$ cat config.mk
export PLATFORM = sky130hd
export DESIGN_NAME = clk_en_multirate
export DESIGN_NICKNAME = d
export VERILOG_FILES = /design/src/rtl/clk_en_multirate.sv
export SDC_FILE = /design/constraint.sdc
export NUM_CORES = 1
export LEC_CHECK = 0
export CORE_AREA = 3 3 40 42
export DETAILED_ROUTE_END_ITERATION = 12
export DIE_AREA = 0 0 43 45
export GPL_TIMING_DRIVEN = 1
export MAX_ROUTING_LAYER = met4
export PLACE_DENSITY_LB_ADDON = 0.05
export SYNTH_ARGS = -nofsm -noshare
export SYNTH_HDL_FRONTEND = slang
export SYNTH_SLANG_ARGS = --single-unit
$ cat constraint.sdc
create_clock -name clk -period 1.1 [get_ports clk]
set_input_delay 0.22 -clock clk [delete_from_list [all_inputs] [get_ports clk]]
set_output_delay 0.22 -clock clk [all_outputs]
set_load 0.02 [all_outputs]
$ cat src/rtl/clk_en_multirate.sv
// ============================================================================
// clk_en_multirate
// ----------------------------------------------------------------------------
// Multirate clock-enable generator for the top of the DSP chain. From the one
// master clock it derives a divided square-wave sys_clk and three aligned
// single-cycle enables at system, sample and symbol rate. It also exposes
// the sample and symbol phase counters so downstream blocks can locate
// themselves within a sample or a symbol.
//
// Parameters
//   SYS_DIV  master clocks per sys_clk period (>=1). At 1, sys_clk stays 0
//            and sys_clk_en is constant-high while running.
//   SAM_DIV  sys_clk_en pulses per sample (>=1)
//   SYM_DIV  samples per symbol (>=1)
//   SAM_W    width of sam_phase
//   SYM_W    width of sym_phase
//
// Ports
//   clk         in   master clock, the only clock
//   reset       in   asynchronous active-low reset
//   run         in   1 = counters advance, 0 = hold
//   sync        in   synchronous re-align, overrides run
//   sys_clk     out  registered divided clock, clk/SYS_DIV
//   sys_clk_en  out  one-clk pulse per sys_clk period
//   sam_clk_en  out  one-clk pulse per sample
//   sym_clk_en  out  one-clk pulse per symbol
//   sam_phase   out  sys_clk_en count within the current sample
//   sym_phase   out  sample count within the current symbol
// ============================================================================
module clk_en_multirate #(
    parameter int SYS_DIV = 2,
    parameter int SAM_DIV = 4,
    parameter int SYM_DIV = 4,
    parameter int SAM_W   = (SAM_DIV > 1) ? $clog2(SAM_DIV) : 1,
    parameter int SYM_W   = (SYM_DIV > 1) ? $clog2(SYM_DIV) : 1
) (
    input  logic             clk,
    input  logic             reset,
    input  logic             run,
    input  logic             sync,
    output logic             sys_clk,
    output logic             sys_clk_en,
    output logic             sam_clk_en,
    output logic             sym_clk_en,
    output logic [SAM_W-1:0] sam_phase,
    output logic [SYM_W-1:0] sym_phase
);

    localparam int SYS_W = (SYS_DIV > 1) ? $clog2(SYS_DIV) : 1;

    localparam logic [SYS_W-1:0] SYS_MAX = SYS_W'(SYS_DIV - 1);
    localparam logic [SAM_W-1:0] SAM_MAX = SAM_W'(SAM_DIV - 1);
    localparam logic [SYM_W-1:0] SYM_MAX = SYM_W'(SYM_DIV - 1);

    // Master-clock count within one sys_clk period; not visible outside.
    logic [SYS_W-1:0] sys_cnt;

    logic [SYS_W-1:0] sys_cnt_next;
    logic [SAM_W-1:0] sam_next;
    logic [SYM_W-1:0] sym_next;
    logic             sys_clk_next;
    logic             t0;
    logic             t1;
    logic             t2;

    // Terminal terms come from the current register values, so each enable
    // is registered on the same edge that wraps its counter. That is why
    // sam_phase/sym_phase already read 0 while their enable is high.
    always_comb begin
        t0 = (sys_cnt == SYS_MAX);
        t1 = t0 && (sam_phase == SAM_MAX);
        t2 = t1 && (sym_phase == SYM_MAX);

        sys_cnt_next = t0 ? '0 : sys_cnt + SYS_W'(1);

        sam_next = sam_phase;
        if (t1)
            sam_next = '0;
        else if (t0)
            sam_next = sam_phase + SAM_W'(1);

        sym_next = sym_phase;
        if (t2)
            sym_next = '0;
        else if (t1)
            sym_next = sym_phase + SYM_W'(1);
    end

    // sys_clk is high while the next count sits in the lower half of the
    // period, so its rising edge coincides with sys_clk_en. A divide-by-one
    // has no lower half and the clock stays low.
    generate
        if (SYS_DIV == 1) begin : g_no_div
            assign sys_clk_next = 1'b0;
        end else begin : g_div
            localparam logic [SYS_W-1:0] SYS_HALF = SYS_W'(SYS_DIV / 2);
            assign sys_clk_next = (sys_cnt_next < SYS_HALF);
        end
    endgenerate

    // Counter and output registers. sync restarts everything from zero and
    // wins over run; a hold freezes counters and sys_clk but drops every
    // enable so downstream blocks see no activity while stalled.
    always_ff @(posedge clk or negedge reset) begin
        if (!reset) begin
            sys_cnt    <= '0;
            sam_phase  <= '0;
            sym_phase  <= '0;
            sys_clk    <= 1'b0;
            sys_clk_en <= 1'b0;
            sam_clk_en <= 1'b0;
            sym_clk_en <= 1'b0;
        end else if (sync) begin
            sys_cnt    <= '0;
            sam_phase  <= '0;
            sym_phase  <= '0;
            sys_clk    <= 1'b0;
            sys_clk_en <= 1'b0;
            sam_clk_en <= 1'b0;
            sym_clk_en <= 1'b0;
        end else if (run) begin
            sys_cnt    <= sys_cnt_next;
            sam_phase  <= sam_next;
            sym_phase  <= sym_next;
            sys_clk    <= sys_clk_next;
            sys_clk_en <= t0;
            sam_clk_en <= t1;
            sym_clk_en <= t2;
        end else begin
            sys_clk_en <= 1'b0;
            sam_clk_en <= 1'b0;
            sym_clk_en <= 1'b0;
        end
    end

endmodule

==> qor.yml, run 1 <==
end_kind: "flop"
grt_pass1_vias: 331
clockPowerShare_pct: 37.0
power_uw: 693
rsz0062_at_grt: "yes"
cp_cell_sequence: "ha_4, and3_4, mux2_4"
post-dp-hpwl_um: 652
drive_gt1_share_pct: 52.7
finClkSkew_ns: 0.00248
cts_made_buffers: 3
ir_drop_mv: 0.430
sw_frac_of_total_pct: 24.2
synthDominantCellAreaShare_pct: 51.7
cap_violations: 0
ys_seq_elements: 9
setup_viol: 2
ys_warn_count: 0
die-area_um2: 1940
min_period_ns: 1.16
p_per_area_nw_per_um2: 1120
max_freq_mhz: 863
synth_area_leaders: "dfrtp_1, ha_1, a21bo_2"
antenna_left: 0
slew_viol_final: 0
fin_util_pct: 48.1
worstMarginPinSlew_ns: 0.413
cp_slowest_cell: "dfrtp_2"
setup_slack_ns: -0.0589
hp-class: "input port to async pin"
crit_type: "flop to flop"
first_iter_violations: 2
cts_tree: "done"
outcome: "complete, but fails checks"
ys_seq_area_share_pct: 51.7
wl_per_cell_um: 12.2
clk_path_buf_depth: 2
antenna_found_initial: 0
grt-ovfl-total: 0
relSlewSlack_pct: 72.4
dieHeight_um: 45
diodes: 0
syn_avg_cell_area_um2: 12.8
crit_fanout: 3
wl_um: 854
final_hold_viol_count: 0
worstSkewPairLatency_ns: 0.26
drc: 0
arrival_ns: 1.30
p_sw_uw: 167
core_um2: 1280
final_nets: 62
combPwrFrac_pct: 12.4
via_per_inst: 4.63
grt_max_degree: 10
first_pass_iters: 3
cts-root-buf: "clkbuf_4"
cts.sinks: 9
dpl_cell_area_um2: 606
violations: "negative setup slack"
cts_max_level: 1
design_area_um2: 618
die_w_um: 43
area_growth_pct: 42.0
finalWeightedCongestion: 0.742
pre_cts_slack_ns: -0.259
tns_ns: -0.0606
p_leak_nw: 0.318
final.period_utilization_pct: 105
syn-instance-count: 34
initial_utilization_pct: 33.9
synth_largest_area_cell: "dfrtp_1"
crit_path_max_incr_delay_ns: 0.43
synth_fp_nets: 40
vias: 324
portBuffers: 11
synth_area_um2: 435
path_delay_family: "flip-flops"
intPower_uw: 525
ys_types: 18
path_clk_slew_ns: 0.06
crit_required_ns: 1.24
critPathLaunchType: "flop"
io_pins: 12
critPathBufInv: 0
grt_first_pass_wirelength_um: 1460
track_usage_pct: 10.8
row_count: 13
p_seq_share_pct: 50.5
[worst register-to-register path, cell delays in order, from the launching register on]
cell and delay, ns:
dfrtp_2 0.43, ha_4 0.17, and3_4 0.15, mux2_4 0.29
[worst paths after layout]
path / start / endpoint / slack, ns / cells after the start
setup / recovery: sam_phase[1] / sym_phase[0] / -0.06 / 3
hold / removal: reset / sys_cnt / 0.26 / 1
setup reg to reg: sam_phase[1] / sym_phase[0] / -0.06 / 3
hold reg to reg: sys_clk / sys_clk / 0.54 / 2
max in group asynchronous: reset / sam_phase[0] / 0.53 / 1
min in group clk: sys_clk / sys_clk / 0.54 / 2
[timing repair]
action,in CTS,in global routing
endpoints found under the setup margin,11,8
hold buffers,0,0
endpoints found under the hold margin,0,0
setup buffers,1,1
resized for setup,30,5
pin swaps,2,3
[power by group through the flow]
stage / sequential, mW / clock, mW / combinational (mW)
detailed placement: 0.357 / 0 / 0.0932
global placement: 0.356 / 0 / 0.0897
global route: 0.351 / 0.290 / 0.0941
floorplan: 0.362 / 0 / 0.0460
CTS: 0.351 / 0.269 / 0.0881
finish: 0.350 / 0.256 / 0.0862
[registers in the layout (all words and copies together), names as in the netlist]
register    flops
sys_clk_en      1
sym_phase       2
sys_cnt         1
sym_clk_en      1
sys_clk         1
sam_clk_en      1
sam_phase       2
[synth_stat cells (all sizes together)]
cell	number
nand4b	1
and2b	1
nand4bb	1
dfrtp	9
and3b	1
ha	2
and3	2
nor2	3
a21oi	2
and2	1
mux2	1
mux2i	2
buf	3
nand2b	2
xnor2	1
a21bo	2
[kinds of logic (layout without fill, tap and decap cells)]
group / count (synthesis) / in the layout / synth area share (%)
mux: 3 / 3 / 8.05
fa+ha+maj: 2 / 2 / 5.75
xor+xnor: 1 / 1 / 2.01
buf+inv: 3 / 24 / 6.03
simple gates: 12 / 12 / 19.5
flops: 9 / 9 / 51.7
compound gates: 4 / 4 / 6.90
[metrics by stage]
| step | cells | hold slack (ns) |
|---|---|---|
| finish | 70 | 0.257 |
| global route | 70 | 0.288 |
| CTS | 69 | 0.267 |
| detailed placement | 64 | 0.547 |
| global placement | 64 | 0.509 |
| floorplan | 34 | -0.0756 |
[final cells by class]
| cell class | instances | area, µm² |
|---|---|---|
| fill | 129 | 667 |
| timing repair buffer | 20 | 144 |
| tap | 15 | 18.8 |
| sequential | 9 | 228 |
| clock buffer | 4 | 26.3 |
| multi-input combinational | 22 | 201 |
[layer usage]
metal  global-route usage [%]  share of wire [%]
met5                        -                  0
met4                     9.04               0.47
met3                     2.39                5.6
met2                     16.2                 48
met1                     12.4                 46
[layout by cell type (no fill, tap or decap), types with 2 or more instances in the layout]
| cell | n |
|---|---|
| a21bo_2 | 2 |
| a21oi_1 | 2 |
| and3_4 | 2 |
| buf_2 | 7 |
| buf_4 | 9 |
| clkbuf_4 | 3 |
| clkdlybuf4s50_1 | 3 |
| dfrtp_1 | 7 |
| dfrtp_2 | 2 |
| mux2i_1 | 2 |
| nand2b_1 | 2 |
| nor2_1 | 3 |
No activity file was read; power rests on OpenSTA's default activity.
==> inputs of run 2 (changes only) <==
Settings changed: CELL_PAD_IN_SITES_DETAIL_PLACEMENT set to 1, CELL_PAD_IN_SITES_GLOBAL_PLACEMENT set to 2, CORE_AREA 3 3 40 42 to not set, CORE_MARGIN set to 3, CORE_UTILIZATION set to 25, DIE_AREA 0 0 43 45 to not set.
==> qor.yml, run 2 (synthesized netlist as in run 1, its figures left out) <==
worstSkewPairLatency_ns: 0.27  # was 0.26 ns
pre_cts_slack_ns: -0.251  # was -0.259 ns
relSlewSlack_pct: 91.6  # was 72.4%
vias: 351  # was 324
cp_slowest_cell: "dfrtp_2"  # unchanged
outcome: "complete, but fails checks"  # unchanged
crit_type: "flop to flop"  # unchanged
path_clk_slew_ns: 0.07  # was 0.06 ns
min_period_ns: 1.15  # was 1.16 ns
cts.sinks: 9  # unchanged
sw_frac_of_total_pct: 25.1  # was 24.2%
dieHeight_um: 47.7  # was 45 µm
p_sw_uw: 178  # was 167 µW
p_seq_share_pct: 49.6  # was 50.5%
intPower_uw: 530  # was 525 µW
arrival_ns: 1.30  # about the same
via_per_inst: 4.88  # was 4.63
rsz0062_at_grt: "yes"  # unchanged
finalNonFillerCells: 72  # was 70
wl_um: 981  # was 854 µm
diodes: 0  # unchanged
cts_tree: "done"  # unchanged
clk_path_buf_depth: 2  # unchanged
setup_viol: 2  # unchanged
place_inst: 68  # was 64
critPathBufInv: 0  # unchanged
crit_start: "sam_phase[1]"  # unchanged
final_common_cell: "buf_4"  # unchanged
end_kind: "flop"  # unchanged
grt-ovfl-total: 0  # unchanged
crit_path_max_incr_delay_ns: 0.43  # about the same
clockPowerShare_pct: 37.5  # was 37.0%
critPathLaunchType: "flop"  # unchanged
hp-class: "input port to async pin"  # unchanged
design_area_um2: 618  # unchanged
combPwrFrac_pct: 13.0  # was 12.4%
max_freq_mhz: 872  # was 863 MHz
area_growth_pct: 42.0  # unchanged
ir_drop_mv: 0.453  # was 0.430 mV
finalWeightedCongestion: 0.679  # was 0.742
final.period_utilization_pct: 104  # was 105%
io_pins: 12  # unchanged
grt_max_degree: 8  # was 10
final_hold_viol_count: 0  # unchanged
top_regs: "sam_phase x2, sym_phase x2"  # unchanged
cp_cell_sequence: "ha_4, and3_4, mux2_4"  # unchanged
portBuffers: 11  # unchanged
wl_per_cell_um: 13.6  # was 12.2 µm
die_w_um: 47.7  # was 43 µm
die-area_um2: 2280  # was 1940 µm²
violations: "negative setup slack"  # unchanged
core_um2: 1580  # was 1280 µm²
setup_slack_ns: -0.0469  # was -0.0589 ns
p_leak_nw: 0.324  # was 0.318 nW
antenna_left: 0  # unchanged
layout_common_cells: "buf_4, buf_2, dfrtp_1"  # unchanged
cap_violations: 0  # unchanged
first_pass_iters: 1  # was 3
track_usage_pct: 11.1  # was 10.8%
post-dp-hpwl_um: 759  # was 652 µm
drive_gt1_share_pct: 51.8  # was 52.7%
row_count: 14  # was 13
ctsHoldBuffers: 0  # unchanged
grt_first_pass_wirelength_um: 1620  # was 1460 µm
cts_made_buffers: 3  # unchanged
p_per_area_nw_per_um2: 1140  # was 1120 nW/µm²
crit_fanout: 3  # unchanged
drc: 0  # unchanged
cts_max_level: 1  # unchanged
grt_pass1_vias: 378  # was 331
antenna_found_initial: 0  # unchanged
slew_viol_final: 0  # unchanged
dpl_cell_area_um2: 629  # was 606 µm²
initial_utilization_pct: 27.6  # was 33.9%
r2r_start: "sam_phase[1]"  # unchanged
n_fill_cell: 187  # was 129
first_iter_violations: 0  # was 2
final_nets: 63  # was 62
finClkSkew_ns: 0.00496  # was 0.00248 ns
cts-root-buf: "clkbuf_4"  # unchanged
worstMarginPinSlew_ns: 0.122  # was 0.413 ns
crit_required_ns: 1.25  # was 1.24 ns
path_delay_family: "flip-flops"  # unchanged
==> run 2: changes by cell type in the layout (fill, tap and decap cells not counted) <==
cell    previous run  this run
and3_1             0         1
and3_4             2         1
buf_4              9        11
buf_6              1         0
==> run 2: final cells by class <==
type	count	area [µm²]	share of cell area, %
Sequential cell	9	228	36.8
Multi-Input combinational cell	22	196	31.8
Timing Repair Buffer	21	148	23.9
Clock buffer	4	26.3	4.25
Tap cell	16	20.0	3.24
==> run 2: layer usage <==
metal	vias to the layer above	GRT usage [%]	part of all wire [%]
met5	-	-	0
met4	0	2.15	0
met3	0	7.89	8.0
met2	13	16.6	49
met1	179	12.0	43
li1	159	-	-
==> run 2: final timing paths <==
| path | endpoint | slack [ns] | cells after the start |
|---|---|---|---|
| max in group asynchronous | sam_phase[1] | 0.64 | 2 |
| min in group clk | sys_clk | 0.54 | 2 |
| worst max-delay path | sym_phase[0] | -0.05 | 3 |
| worst max register to register | sym_phase[0] | -0.05 | 3 |
| worst min-delay path | sam_phase[0] | 0.13 | 1 |
| worst min register to register | sys_clk | 0.54 | 2 |
==> run 2: through the flow <==
stage          utilization, %  setup TNS [ns]  hold slack (ns)  power [mW]
2_1_floorplan               -         -0.0834          -0.0756       0.408
3_3_place_gp             39.9           -1.62            0.400       0.451
3_5_place_dp             39.9           -1.93            0.410       0.457
4_1_cts                  39.8         -0.0594            0.127       0.722
5_1_grt                  39.2          -0.260            0.114       0.760
6_report                 39.2         -0.0548            0.131       0.708
==> run 2: power by group through the flow <==
stage | combinational [mW] | sequential, mW | clock [mW]
floorplan | 0.0460 | 0.362 | 0
global placement | 0.0949 | 0.357 | 0
detailed placement | 0.0989 | 0.358 | 0
CTS | 0.0933 | 0.351 | 0.278
global route | 0.103 | 0.352 | 0.305
finish | 0.0918 | 0.351 | 0.265
==> run 2: worst register-to-register path: stages, from the launching register on <==
cell     delay (ns)
dfrtp_2        0.43
ha_4           0.17
and3_4         0.15
mux2_4         0.29
==> run 2: timing repair <==
item,CTS,global route
gates cloned,0,0
pin swaps,1,2
endpoints found under the setup margin,11,8
setup buffers,0,0
resized for setup,30,3
hold endpoints to repair,0,0
==> edit 1 (config.mk and constraints of run 2) <==
Register the output `sam_phase` once more, cleared by the reset; this adds one clock of latency there. The other outputs are not delayed to match.
--- a/src/rtl/clk_en_multirate.sv
+++ b/src/rtl/clk_en_multirate.sv
@@ -54,2 +54,4 @@
 
+    logic [SAM_W-1:0] sam_phase_s0;
+
     // Master-clock count within one sys_clk period; not visible outside.
@@ -70,3 +72,3 @@
         t0 = (sys_cnt == SYS_MAX);
-        t1 = t0 && (sam_phase == SAM_MAX);
+        t1 = t0 && (sam_phase_s0 == SAM_MAX);
         t2 = t1 && (sym_phase == SYM_MAX);
@@ -75,3 +77,3 @@
 
-        sam_next = sam_phase;
+        sam_next = sam_phase_s0;
         if (t1)
@@ -79,3 +81,3 @@
         else if (t0)
-            sam_next = sam_phase + SAM_W'(1);
+            sam_next = sam_phase_s0 + SAM_W'(1);
 
@@ -106,3 +108,3 @@
             sys_cnt    <= '0;
-            sam_phase  <= '0;
+            sam_phase_s0 <= '0;
             sym_phase  <= '0;
@@ -114,3 +116,3 @@
             sys_cnt    <= '0;
-            sam_phase  <= '0;
+            sam_phase_s0 <= '0;
             sym_phase  <= '0;
@@ -122,3 +124,3 @@
             sys_cnt    <= sys_cnt_next;
-            sam_phase  <= sam_next;
+            sam_phase_s0 <= sam_next;
             sym_phase  <= sym_next;
@@ -135,2 +137,10 @@
 
+    always_ff @(posedge clk or negedge reset) begin
+        if (!reset) begin
+            sam_phase <= '0;
+        end else begin
+            sam_phase <= sam_phase_s0;
+        end
+    end
+
 endmodule
Behaviour: not the same (Yosys sat finds a counterexample within 4 cycles, from zero or initial values and one cycle with reset low).
==> edit 1 against run 2 <==
Global-route usage shrank 1.9 points. Sequential cell count increased by 2. Largest cell class unchanged. Combinational power is 5.8% higher. Total power up 12%. Setup slack better by 2.0 ps. Non-clock buffer count rose by 1. Sequential power is 21% higher. Area after synthesis rose by 12%. Cell area up 11%. Wire length shrank 4.5%. Critical path type unchanged. The flow still finishes with violations (negative setup slack). Count of clock-buffer cells in the layout unchanged.
==> edit 1: results (changes against run 2) <==
{| class="wikitable"
! Metric !! Value
|-
| Final setup fails || 1 (-1)
|-
| Relative slew margins || 79.71% (-12 points)
|-
| Least setup slack across all paths after layout || -44.89 ps (+2.043 ps)
|-
| Count of vias placed by the detailed router || 358 (+2.0%)
|-
| Area fraction in compound gates after synthesis || 6.170% (-0.73 points)
|-
| Final Wtd Congestion || 0.7687 (+13%)
|-
| Highest metal layer with signal wires || met4
|-
| Vias in the first global route || 373 (-1.3%)
|-
| Violated checks || negative setup slack
|-
| Count of unique library cells instantiated by Yosys || 19 (+1)
|-
| Synthesized netlist cell count || 36 (+5.9%)
|-
| Pin count of the biggest net entering global routing || 12 (+4)
|-
| Largest registers || sam_phase x2, sam_phase_s0 x2, sym_phase x2
|-
| Stage delay of the slowest cell on the critical path || 410 ps (-20 ps)
|-
| Sum of internal, switching and leakage power || 0.7891 mW (+12%)
|-
| Overall routed net length || 937 um (-4.5%)
|-
| Most frequent cells after synthesis || 11 x sky130_fd_sc_hd__dfrtp_1, 3 x sky130_fd_sc_hd__nor2_1
|-
| Post-cts gate resize count || 34 (+13%)
|-
| VDD IR max || 502.2 uV (+11%)
|-
| Global router's overall resource usage || 9.150% (-1.9 points)
|-
| Proportion of layout cells with a drive suffix above 1 || 50.85% (-0.94 points)
|-
| Highest-delay cell along the critical path || sky130_fd_sc_hd__dfrtp_1
|-
| Outcome || finished with violations
|-
| Number of buffers added for setup after CTS || 1 (+1)
|-
| Static power due to leakage || 0.3580 nW (+10%)
|-
| Number of cells in the finished layout apart from fillers || 84 (+17%)
|-
| Met3 track demand over resource in global routing || 3.927% (-4.0 points)
|}
edit 1: changes by cell type in the layout (fill, tap and decap cells not counted):
cell,change
sky130_fd_sc_hd__and2b_1,-1
sky130_fd_sc_hd__clkdlybuf4s50_1,-1
sky130_fd_sc_hd__dlygate4sd2_1,+1
sky130_fd_sc_hd__nor2b_1,+1
sky130_fd_sc_hd__a21oi_2,+1
sky130_fd_sc_hd__and3_1,-1
sky130_fd_sc_hd__and4b_2,+1
sky130_fd_sc_hd__dfrtp_2,-2
sky130_fd_sc_hd__a21oi_1,-1
sky130_fd_sc_hd__dfrtp_1,+4
sky130_fd_sc_hd__buf_2,+1
edit 1: path summary, 6_finish.rpt:
kind	to	slack, ps	cells after the start
max in group asynchronous	sym_phase[1]$_DFFE_PN0P_	700	2
hold reg to reg	sys_clk$_DFFE_PN0P_	530	2
min in group clk	sam_phase_s0[0]$_DFFE_PN0P_	420	2
setup reg to reg	sym_phase[0]$_DFFE_PN0P_	-40	3
hold / removal	sam_phase_s0[0]$_DFFE_PN0P_	250	2
setup / recovery	sym_phase[0]$_DFFE_PN0P_	-40	3
edit 1: cell type report:
| class | count | area (um2) |
|---|---|---|
| clock buffers | 4 | 26.28 |
| fillers | 208 | 1095 |
| multi-input cells | 22 | 203.9 |
| flip-flops and latches | 11 | 275.3 |
| well taps | 25 | 31.28 |
| repair buffers | 22 | 151.4 |
edit 1: cells by family after synthesis:
kind of cell,count (synthesis)
adder cells (fa/ha/maj),2
buffers and inverters,3
AO/OA/AOI/OAI,4
XOR/XNOR,1
multiplexers,3
flip-flops,11
AND/OR/NAND/NOR,12
edit 1: power breakdown:
part	switching [mW]	internal (mW)
combinational	0.0474	0.0497
clock	0.126	0.140
sequential	0.00881	0.418
total	0.182	0.607
==> edit 2 (flow settings as in run 2) <==
Made on the original files. Change the parameter `SYM_DIV` from 4 to 2.
--- a/src/rtl/clk_en_multirate.sv
+++ b/src/rtl/clk_en_multirate.sv
@@ -32,3 +32,3 @@
     parameter int SAM_DIV = 4,
-    parameter int SYM_DIV = 4,
+    parameter int SYM_DIV = 2,
     parameter int SAM_W   = (SAM_DIV > 1) ? $clog2(SAM_DIV) : 1,
Interface: changed (resized sym_phase); port bits go from 12 to 11. No check against the original RTL was run, so the function may have changed too.
==> edit 2 against run 2 <==
Via count decreased by 21%. Critical endpoint is now sym_phase$_DFFE_PN0P_. Sequential cell count decreased by 1. Wire length decreased by 7.6%. Count of clock-buffer cells in the layout unchanged. Area after synthesis decreased by 15%. Sequential share of layout area decreased by 0.27 points. The run still ends with negative setup slack left. Combinational power about the same. Cell area decreased by 10%. Die area decreased by 13%. Largest cell class unchanged. Fmax decreased by 3.4%. Setup slack got worse by 40 ps. Total power decreased by 4.8%. Final cell count decreased by 14%.
==> edit 2: results (changes against run 2) <==
{| class="wikitable"
! Metric !! Value
|-
| Final Wtd Congestion || 0.8688 (+28%)
|-
| Proportion of layout cells with a drive suffix above 1 || 59.57% (+7.8 points)
|-
| Sum of negative setup slack || -137.0 ps (-82.21 ps)
|-
| Mapped Nets || 33 (-18%)
|-
| Cell types occupying the most area after synthesis || sky130_fd_sc_hd__dfrtp_1 54%, sky130_fd_sc_hd__a21bo_2 5.4%, sky130_fd_sc_hd__buf_4 4.1%, sky130_fd_sc_hd__mux2_4 4.1%, sky130_fd_sc_hd__and4b_4 3.7%
|-
| Violated checks || negative setup slack
|-
| Final setup fails || 3 (+1)
|-
| Wire length on met1 || 383 um (-8.4%)
|-
| Routed length on met2 || 441 um (-8.9%)
|-
| Number of cells in the finished layout apart from fillers || 62 (-14%)
|-
| Vias in the first global route || 328 (-13%)
|-
| Pin count of the biggest net entering global routing || 10 (+2)
|-
| M1 GR Usage || 11.53% (-0.49 points)
|-
| Met3 wire length || 59 um (-24%)
|-
| Global router's overall resource usage || 11.26% (+0.17 points)
|-
| Least setup slack across all paths after layout || -87.15 ps (-40.22 ps)
|-
| Count of vias placed by the detailed router || 279 (-21%)
|-
| Estimated wirelength of the detail-placed design || 667.1 um (-12%)
|-
| Worst r2r src || sam_phase[0]$_DFFE_PN0P_
|-
| Total instance count after detailed placement || 57 (-16%)
|-
| VDD IR max || 439.2 uV (-3.0%)
|-
| Outcome || finished with violations
|-
| Most frequent cells after synthesis || 8 x sky130_fd_sc_hd__dfrtp_1, 3 x sky130_fd_sc_hd__nor2_1, 2 x sky130_fd_sc_hd__a21bo_2, 2 x sky130_fd_sc_hd__a21oi_1, 2 x sky130_fd_sc_hd__buf_4
|-
| Portion of the post-synthesis area used by sequential elements || 54.24% (+2.5 points)
|-
| Static power due to leakage || 0.2694 nW (-17%)
|-
| Reg2Reg Depth || 4 (+1)
|-
| Met2 track demand over resource in global routing || 17.73% (+1.1 points)
|-
| Maximum fanout count along the critical path || 4 (+1)
|-
| Highest metal layer with signal wires || met4
|}
==> edit 2: final cells by class <==
class                      count  area [um2]
sequential                     8       202.7
multi-input combinational     18       172.7
timing repair buffer          17       133.9
tap                           15       18.77
fill                         147       795.8
clock buffer                   4       26.28
==> edit 2: worst max-delay path, stage by stage, from the launching register on <==
cell                      delay, ps
sky130_fd_sc_hd__dfrtp_2        420
sky130_fd_sc_hd__buf_6          120
sky130_fd_sc_hd__ha_4           160
sky130_fd_sc_hd__nand3_2         60
sky130_fd_sc_hd__mux2_4         290
==> edit 2: stage by stage <==
step                total power, mW  setup slack [ps]  cell area [um2]  hold WS [ps]
floorplan                    0.3655             4.244            384.1        -75.59
global placement             0.4129            -208.2            533.0         525.3
detailed placement           0.4184            -228.5            533.0         529.6
CTS                          0.6852            -85.60            550.5         231.8
global route                 0.7160            -101.6            554.3         246.6
finish                       0.6735            -87.15            554.3         221.0
==> edit 2: power groups by stage <==
stage	clock [mW]	sequential, mW	combinational, mW
after floorplan	0	0.325	0.0408
after global placement	0	0.323	0.0900
after detailed placement	0	0.325	0.0936
after CTS	0.273	0.319	0.0926
after global routing	0.295	0.321	0.100
final	0.263	0.319	0.0916
==> edit 2: timing repair <==
item / 4_1_cts / 5_1_grt
endpoints found under the setup margin: 11 / 8
setup buffers: 1 / 0
pin swaps: 3 / 0
resized for setup: 28 / 7
==> edit 2: kinds of logic (layout without fill, tap and decap cells) <==
logic type                 count (synthesis)  in the layout  share of synthesized area, %
adders and majority gates                  1              1                         3.389
xor gates and xnor gates                   1              1                         2.373
and+or+nand+nor                           10             10                         21.02
DFF                                        8              8                         54.24
AOI/OAI and AO/OA                          4              4                         8.136
muxes                                      2              2                         6.779
buffers and inverters                      2             21                         4.067
